File: src/rtl/rv_pkg.sv
// ============================================================================
// Package : rv_pkg
// Brief   : Shared types and constants for the multicycle RV32I core.
// Rev     : 1.0  initial release
// ============================================================================
`default_nettype none

package rv_pkg;

  localparam int XLEN = 32;

  // addi x0,x0,0
  localparam logic [XLEN-1:0] NOP_INSTR = 32'h0000_0013;

  typedef enum logic [1:0] {
    IDLE = 2'd0,
    REQ  = 2'd1,
    WAIT = 2'd2
  } fetch_state_t;

endpackage

`default_nettype wire

File: src/rtl/instr_fetch.sv
// ============================================================================
// Module  : instr_fetch
// Brief   : Fetch stage: PC / OldPC / IR registers and instruction-memory reads.
// Rev     : 1.0  initial release
// ============================================================================
`default_nettype none

module instr_fetch #(
  parameter logic [31:0] RESET_PC  = 32'h0000_0000,
  parameter logic [31:0] NOP_INSTR = rv_pkg::NOP_INSTR
) (
  input  logic        clk,
  input  logic        reset,
  input  logic        fetch_en,
  input  logic        redirect,
  input  logic [31:0] redirect_pc,
  output logic        mem_req,
  output logic [31:0] mem_addr,
  input  logic        mem_ready,
  input  logic        mem_rvalid,
  input  logic [31:0] mem_rdata,
  output logic [31:0] instr,
  output logic [31:0] pc,
  output logic [31:0] pc_old,
  output logic        instr_valid,
  output logic        misalign_err
);

  import rv_pkg::*;

  fetch_state_t    r_state;
  fetch_state_t    w_state_nxt;
  logic            r_mem_req;
  logic [XLEN-1:0] r_pc;
  logic [XLEN-1:0] r_pc_old;
  logic [XLEN-1:0] r_instr;
  logic            r_instr_valid;
  logic            r_misalign_err;
  logic            r_redir_pend;
  logic [XLEN-1:0] r_pend_pc;

  logic            w_redir_ok;
  logic            w_redir_bad;
  logic            w_done;
  logic [XLEN-1:0] w_pc_inc;

  assign w_redir_ok  = redirect & (redirect_pc[1:0] == 2'b00);
  assign w_redir_bad = redirect & (redirect_pc[1:0] != 2'b00);
  assign w_done      = (r_state == WAIT) & mem_rvalid;
  assign w_pc_inc    = r_pc + 32'd4;

  always_comb begin
    w_state_nxt = r_state;
    case (r_state)
      IDLE:    if (fetch_en && !r_misalign_err) w_state_nxt = REQ;
      REQ:     if (mem_ready)                   w_state_nxt = WAIT;
      WAIT:    if (mem_rvalid)                  w_state_nxt = IDLE;
      default:                                  w_state_nxt = IDLE;
    endcase
  end

  always_ff @(posedge clk) begin
    if (reset) begin
      r_state        <= IDLE;
      r_mem_req      <= 1'b0;
      r_pc           <= RESET_PC;
      r_pc_old       <= RESET_PC;
      r_instr        <= NOP_INSTR;
      r_instr_valid  <= 1'b0;
      r_misalign_err <= 1'b0;
      r_redir_pend   <= 1'b0;
      r_pend_pc      <= RESET_PC;
    end else begin
      r_state       <= w_state_nxt;
      // Request is a flop of its own so mem_req never glitches on state decode.
      r_mem_req     <= (w_state_nxt == REQ);
      r_instr_valid <= w_done;
      if (w_redir_bad) r_misalign_err <= 1'b1;

      if (r_state == IDLE) begin
        if (w_redir_ok) r_pc <= redirect_pc;
      end else if (w_done) begin
        r_instr      <= mem_rdata;
        r_pc_old     <= r_pc;
        // A redirect arriving on the completion cycle is the most recent one.
        r_pc         <= w_redir_ok   ? redirect_pc :
                        r_redir_pend ? r_pend_pc   : w_pc_inc;
        r_redir_pend <= 1'b0;
      end else if (w_redir_ok) begin
        r_redir_pend <= 1'b1;
        r_pend_pc    <= redirect_pc;
      end
    end
  end

  assign mem_req      = r_mem_req;
  assign mem_addr     = r_pc;
  assign instr        = r_instr;
  assign pc           = r_pc;
  assign pc_old       = r_pc_old;
  assign instr_valid  = r_instr_valid;
  assign misalign_err = r_misalign_err;

endmodule

`default_nettype wire

File: config.mk
export PLATFORM = sky130hd
export DESIGN_NAME = instr_fetch
export DESIGN_NICKNAME = d
export VERILOG_FILES = /design/src/rtl/rv_pkg.sv /design/src/rtl/instr_fetch.sv
export SDC_FILE = /design/constraint.sdc
export NUM_CORES = 1
export LEC_CHECK = 0
export CORE_ASPECT_RATIO = 1.2
export CORE_MARGIN = 1
export CORE_UTILIZATION = 48
export CTS_BUF_LIST = sky130_fd_sc_hd__clkbuf_4 sky130_fd_sc_hd__clkbuf_8
export DETAILED_ROUTE_END_ITERATION = 7
export PLACE_DENSITY_LB_ADDON = 0.1
export SLEW_MARGIN = 10
export SYNTH_ARGS = -nofsm -noshare
export SYNTH_HDL_FRONTEND = slang
export SYNTH_SLANG_ARGS = --single-unit
export TNS_END_PERCENT = 50
File: constraint.sdc
create_clock -name clk -period 2.6 [get_ports clk]
set_input_delay 0.52 -clock clk [delete_from_list [all_inputs] [get_ports clk]]
set_output_delay 0.52 -clock clk [all_outputs]
set_load 0.02 [all_outputs]
Word level (Yosys, flattened, before mapping)

Cells that the tools add are included.

Add/sub/neg operators: 1
Eq/ne operators: 4
Multiplexer cells: 11
Bitwise logic cells: 5
Reductions and logical operators: 11

Operator list:

| cell                  | count |
|---|---|
| $mux 32               | 5 |
| $add 32x3->32 const B | 1 |
| $mux 2                | 3 |
| $pmux 2 s3            | 1 |
| $reduce_and 2->1      | 3 |
| $reduce_bool 2->1     | 3 |
| $eq 2x1->1 const B    | 2 |
| $logic_not 2->1       | 2 |
| $and 1x1->1           | 3 |
| $reduce_and 3->1      | 1 |
| $eq 2x2->1 const B    | 1 |
| $mux 1                | 2 |
| $ne 2x2->1 const B    | 1 |
| $not 1->1             | 2 |
| $logic_and 1x1->1     | 1 |
| $logic_not 1->1       | 1 |

Register bits: 134
Input bits: 70
Output and inout bits: 131
Word-level logic and storage cells: 41

Longest topological paths before layout

Depth in word-level cells: 5
Depth in mapped cells: 8
Gate-level depth less buffers: 6

Worst setup path before layout

No wires, ideal clock.

Path type: flip-flop to flip-flop
From: register r_pc[2], in the netlist mem_addr[2]
To: register r_pc[28], in the netlist mem_addr[28]
Setup time: 130 ps
Data arrival time: 2,076 ps
Data required time: 2,470 ps
Slack: 394 ps
Stages on the path, launching flop included: 8
Path buffers: 1
Period minus slack after synthesis: 2,206 ps
Path through: dfxtp_1 > ha_1 > nand3_1 > or4_4 > buf_6 > o31a_1 > o31ai_1 > o22ai_1

Longest elaborated chain between the ends: 5

RTL lines:

| what                     | line              | RTL |
|---|---|---|
| start: declaration       | instr_fetch.sv:34 | `logic [XLEN-1:0] r_pc;` |
| start signal: assignment | instr_fetch.sv:81 | `if (w_redir_ok) r_pc <= redirect_pc;` |
| start signal: assignment | instr_fetch.sv:86 | `r_pc <= w_redir_ok ? redirect_pc :` |
| $add 32x3->32            | instr_fetch.sv:50 | `assign w_pc_inc = r_pc + 32'd4;` |
| $mux 32                  | instr_fetch.sv:87 | `r_redir_pend ? r_pend_pc : w_pc_inc;` |
| $mux 32                  | instr_fetch.sv:86 |  |
| $mux 32                  | instr_fetch.sv:82 | `end else if (w_done) begin` |
| $mux 32                  | instr_fetch.sv:80 | `if (r_state == IDLE) begin` |

Every way passes these cells. The select of a mux whose other input is x is not followed.
A chain may end at the register's enable or synchronous reset.

Worst setup path in the final report

Ends and elaborated chain as after synthesis.

==> flow_metrics.py <==
metrics = {
    "timing": {
        "worst_slew_pin_slew_ps": 948,
        "hold_ws_ps": 394,
        "clock_skew_ps": 13.8,
        "max_clock_freq_mhz": 428,
        "period_share_pct": 90.0,
        "relSlewSlack_pct": 36.3,
        "fin_ws_ps": 261,
        "final-max-slew-violation-count": 0,
        "finalSetupViolCount": 0,
        "rsz0062_at_grt": "false",
        "fin_crit_ps": 2340,
        "finalSetupTns_ps": 0,
        "hold_viol_final": 0,
    },
    "place": {
        "dpl.cell_count": 1113,
        "post_dp_cell_area_um2": 8260,
        "dpl.hpwl_um": 13700,
        "finalWeightedCongestion": 0.899,
        "io_buffer_count": 200,
        "pre_cts_slack_ps": -59.3,
    },
    "synthesis": {
        "synth_warnings": 0,
        "ys_async_sr_fraction_pct": 0,
        "synth_top_area_share_pct": 43.8,
        "netlist_area_um2": 6130,
        "ys.flop_type": "dfxtp_1",
        "ys_top_cells_by_area": "dfxtp_1 (44%), nand2_1 (14%), a21oi_1 (9.3%)",
        "synth_nets": 869,
        "yosys.area.top_type": "dfxtp_1",
        "syn_avg_cell_area_um2": 7.68,
        "synth-seq-cells": 134,
        "synth_edf_count": 0,
        "ys_types": 60,
        "yosysSeqAreaShare_pct": 43.8,
        "synthCells": 798,
    },
    "final_layout": {
        "fin_cells": 1144,
        "syn_to_final_growth_pct": 42.3,
        "design_area_um2": 8720,
        "drive_above_1_share_pct": 9.56,
        "fin_nets": 1042,
        "antenna_cells": 0,
    },
    "drt": {
        "detail-route-antenna-nets": 0,
        "wl_um": 19500,
        "drc": 0,
        "viasPerCell": 5.62,
        "num_vias": 6433,
        "drt_iter0_drc": 621,
        "first_pass_iters": 5,
        "routedWlPerCell_um": 17.0,
    },
    "clock_tree": {
        "clock_latency_ps": 440,
        "cts_root_buf": "clkbuf_8",
        "cts.path.max_buffers": 2,
        "cts_tree": "yes",
        "numCtsBuffers": 17,
        "cts_num_sinks": 134,
        "hold_buffers": 0,
        "path_clk_slew_ps": 80,
        "h-tree-depth": 4,
        "ctsResizeCount": 0,
        "postCtsSetupRepairBufs": 0,
    },
    "worst_setup_path": {
        "end_kind": "flop",
        "r2r_end": "mem_addr[28]",
        "path_class": "reg -> reg",
        "reg2reg_setup_slack_ps": 260,
        "endpoint": "mem_addr[28]",
        "r2r-start": "mem_addr[2]",
        "worstPathArrival_ps": 2630,
        "crit_start": "mem_addr[2]",
        "startpoint_type": "flop",
        "r2r.worst_path.cells": 6,
        "crit_path_max_fanout": 7,
        "cp.required_ps": 2890,
    },
    "global_route": {
        "grt_pass1_vias": 6032,
        "grt_pass1_wl_um": 30800,
        "antenna_found_initial": 0,
        "track_usage_pct": 29.2,
        "grt_max_degree": 68,
        "overflow": 0,
    },
    "power_and_ir_drop": {
        "powerDensity_nw_per_um2": 548,
        "ir_worst_vdd_v": 0.000353,
        "p_leak_nw": 3.02,
    },
    "floorplanning": {
        "core_area_um2": 12300,
        "die_area_um2": 13200,
        "dieWidth_um": 105,
        "ios": 201,
        "start_util_pct": 49.9,
        "die_h_um": 126,
        "row_count": 44,
    },
    "job": {
        "max_cap_violations": 0,
    },
    "min_path": {
        "hold_class": "in -> reg",
        "whs_path_depth": 2,
    },
    "outcome": {
        "outcome": "finished clean",
    },
}
-- Yosys cell counts (3+ instances only) --
master    instances
nand2_1         221
dfxtp_1         134
a21oi_1         114
clkbuf_1         47
buf_4            33
nor2_1           28
nand3_1          19
nor3_1           15
o21ai_0          15
o211ai_1         12
nand4_1          11
and3_1           10
buf_2             9
nand2b_1          8
o22ai_1           8
xor2_1            8
a21boi_0          7
inv_1             7
a31oi_1           6
a211o_1           5
and4_1            5
mux2i_1           5
nand3b_1          5
nor4_1            5
a211oi_1          4
nor3b_1           4
or3_1             4
a22oi_1           3
buf_1             3
nor2b_1           3
o311ai_0          3
xnor2_1           3
-- sequential cells by signal, indices dropped and copies added (netlist names) --
register,flops
mem_addr,32
instr_valid,1
mem_req,1
misalign_err,1
pc_old,32
r_redir_pend,1
instr,32
r_pend_pc,32
r_state,2
-- stage by stage --
| step | total power [mW] | utilization [%] |
|---|---|---|
| finish | 4.78 | 71.0 |
| global route | 4.94 | 71.0 |
| CTS | 4.79 | 71.0 |
| detailed placement | 2.81 | 67.3 |
| global placement | 2.80 | 67.3 |
| floorplan | 2.49 | - |
-- metal layers --
metal,vias up,track usage [%],routed length [um]
li1,3062,-,-
met1,3006,36.9,8150
met2,334,49.7,9310
met3,31,6.11,1670
met4,0,9.44,340
met5,-,0,0
-- report_power, final --
group	switching, mW	internal (mW)
Combinational	0.335	0.302
Sequential	0.0487	2.09
Clock	0.824	1.17
-- critical path: stages (launching register included) --
cell and delay (ps):
dfxtp_1 450, ha_1 260, nand3_1 180, or4_4 610
o31a_1 320, o31ai_1 250, o22ai_1 120
-- cell families after synthesis --
family / share of synthesized area, %
fa+ha+maj: 0.204
simple gates: 26.2
compound gates: 19.0
buf+inv: 8.45
flops: 43.8
mux: 0.817
xor+xnor: 1.57
-- final cells by class --
cell class | count | area, um2
clock buffers | 19 | 255
clock inverters | 12 | 201
fillers | 973 | 3560
inverters | 7 | 26.3
multi-input cells | 564 | 2950
flip-flops and latches | 134 | 2680
well taps | 161 | 201
repair buffers | 247 | 2400
-- cells in the final DEF, fill, tap and decap left out, drive strengths merged, types with 3 or more instances in the layout --
| cell | synthesis | routed |
|---|---|---|
| nor2b | 3 | 3 |
| a211oi | 4 | 4 |
| inv | 7 | 8 |
| nand2 | 221 | 221 |
| o22ai | 8 | 8 |
| o21ai | 16 | 16 |
| a21boi | 7 | 7 |
| xor2 | 8 | 8 |
| a211o | 5 | 5 |
| clkinv | 0 | 4 |
| and3 | 10 | 10 |
| bufinv | 0 | 5 |
| a31oi | 6 | 6 |
| buf | 46 | 48 |
| or3 | 4 | 4 |
| o311ai | 3 | 3 |
| xnor2 | 3 | 3 |
| clkbuf | 47 | 19 |
| nand3b | 5 | 5 |
| nand3 | 20 | 20 |
| dfxtp | 134 | 134 |
| mux2i | 5 | 5 |
| o211ai | 12 | 12 |
| and4 | 5 | 5 |
| nor3 | 16 | 16 |
| clkdlybuf4s50 | 0 | 199 |
| nor2 | 28 | 28 |
| a21oi | 114 | 114 |
| a221oi | 3 | 3 |
| nor4 | 7 | 7 |
| nand4 | 12 | 12 |
| nor3b | 4 | 4 |
| nand2b | 8 | 8 |
| a22oi | 3 | 3 |
-- worst min-delay path by stage --
stage / start / slack, ps / end
after floorplan: r_pend_pc[11] / 430 / r_pend_pc[11]
after global placement: r_pend_pc[27] / 440 / r_pend_pc[27]
after detailed placement: r_pend_pc[23] / 440 / r_pend_pc[23]
after CTS: reset / 380 / pc_old[6]
after global routing: reset / 390 / pc_old[6]
final: reset / 390 / r_state[1]
No activity file was read; power rests on OpenSTA's default activity.
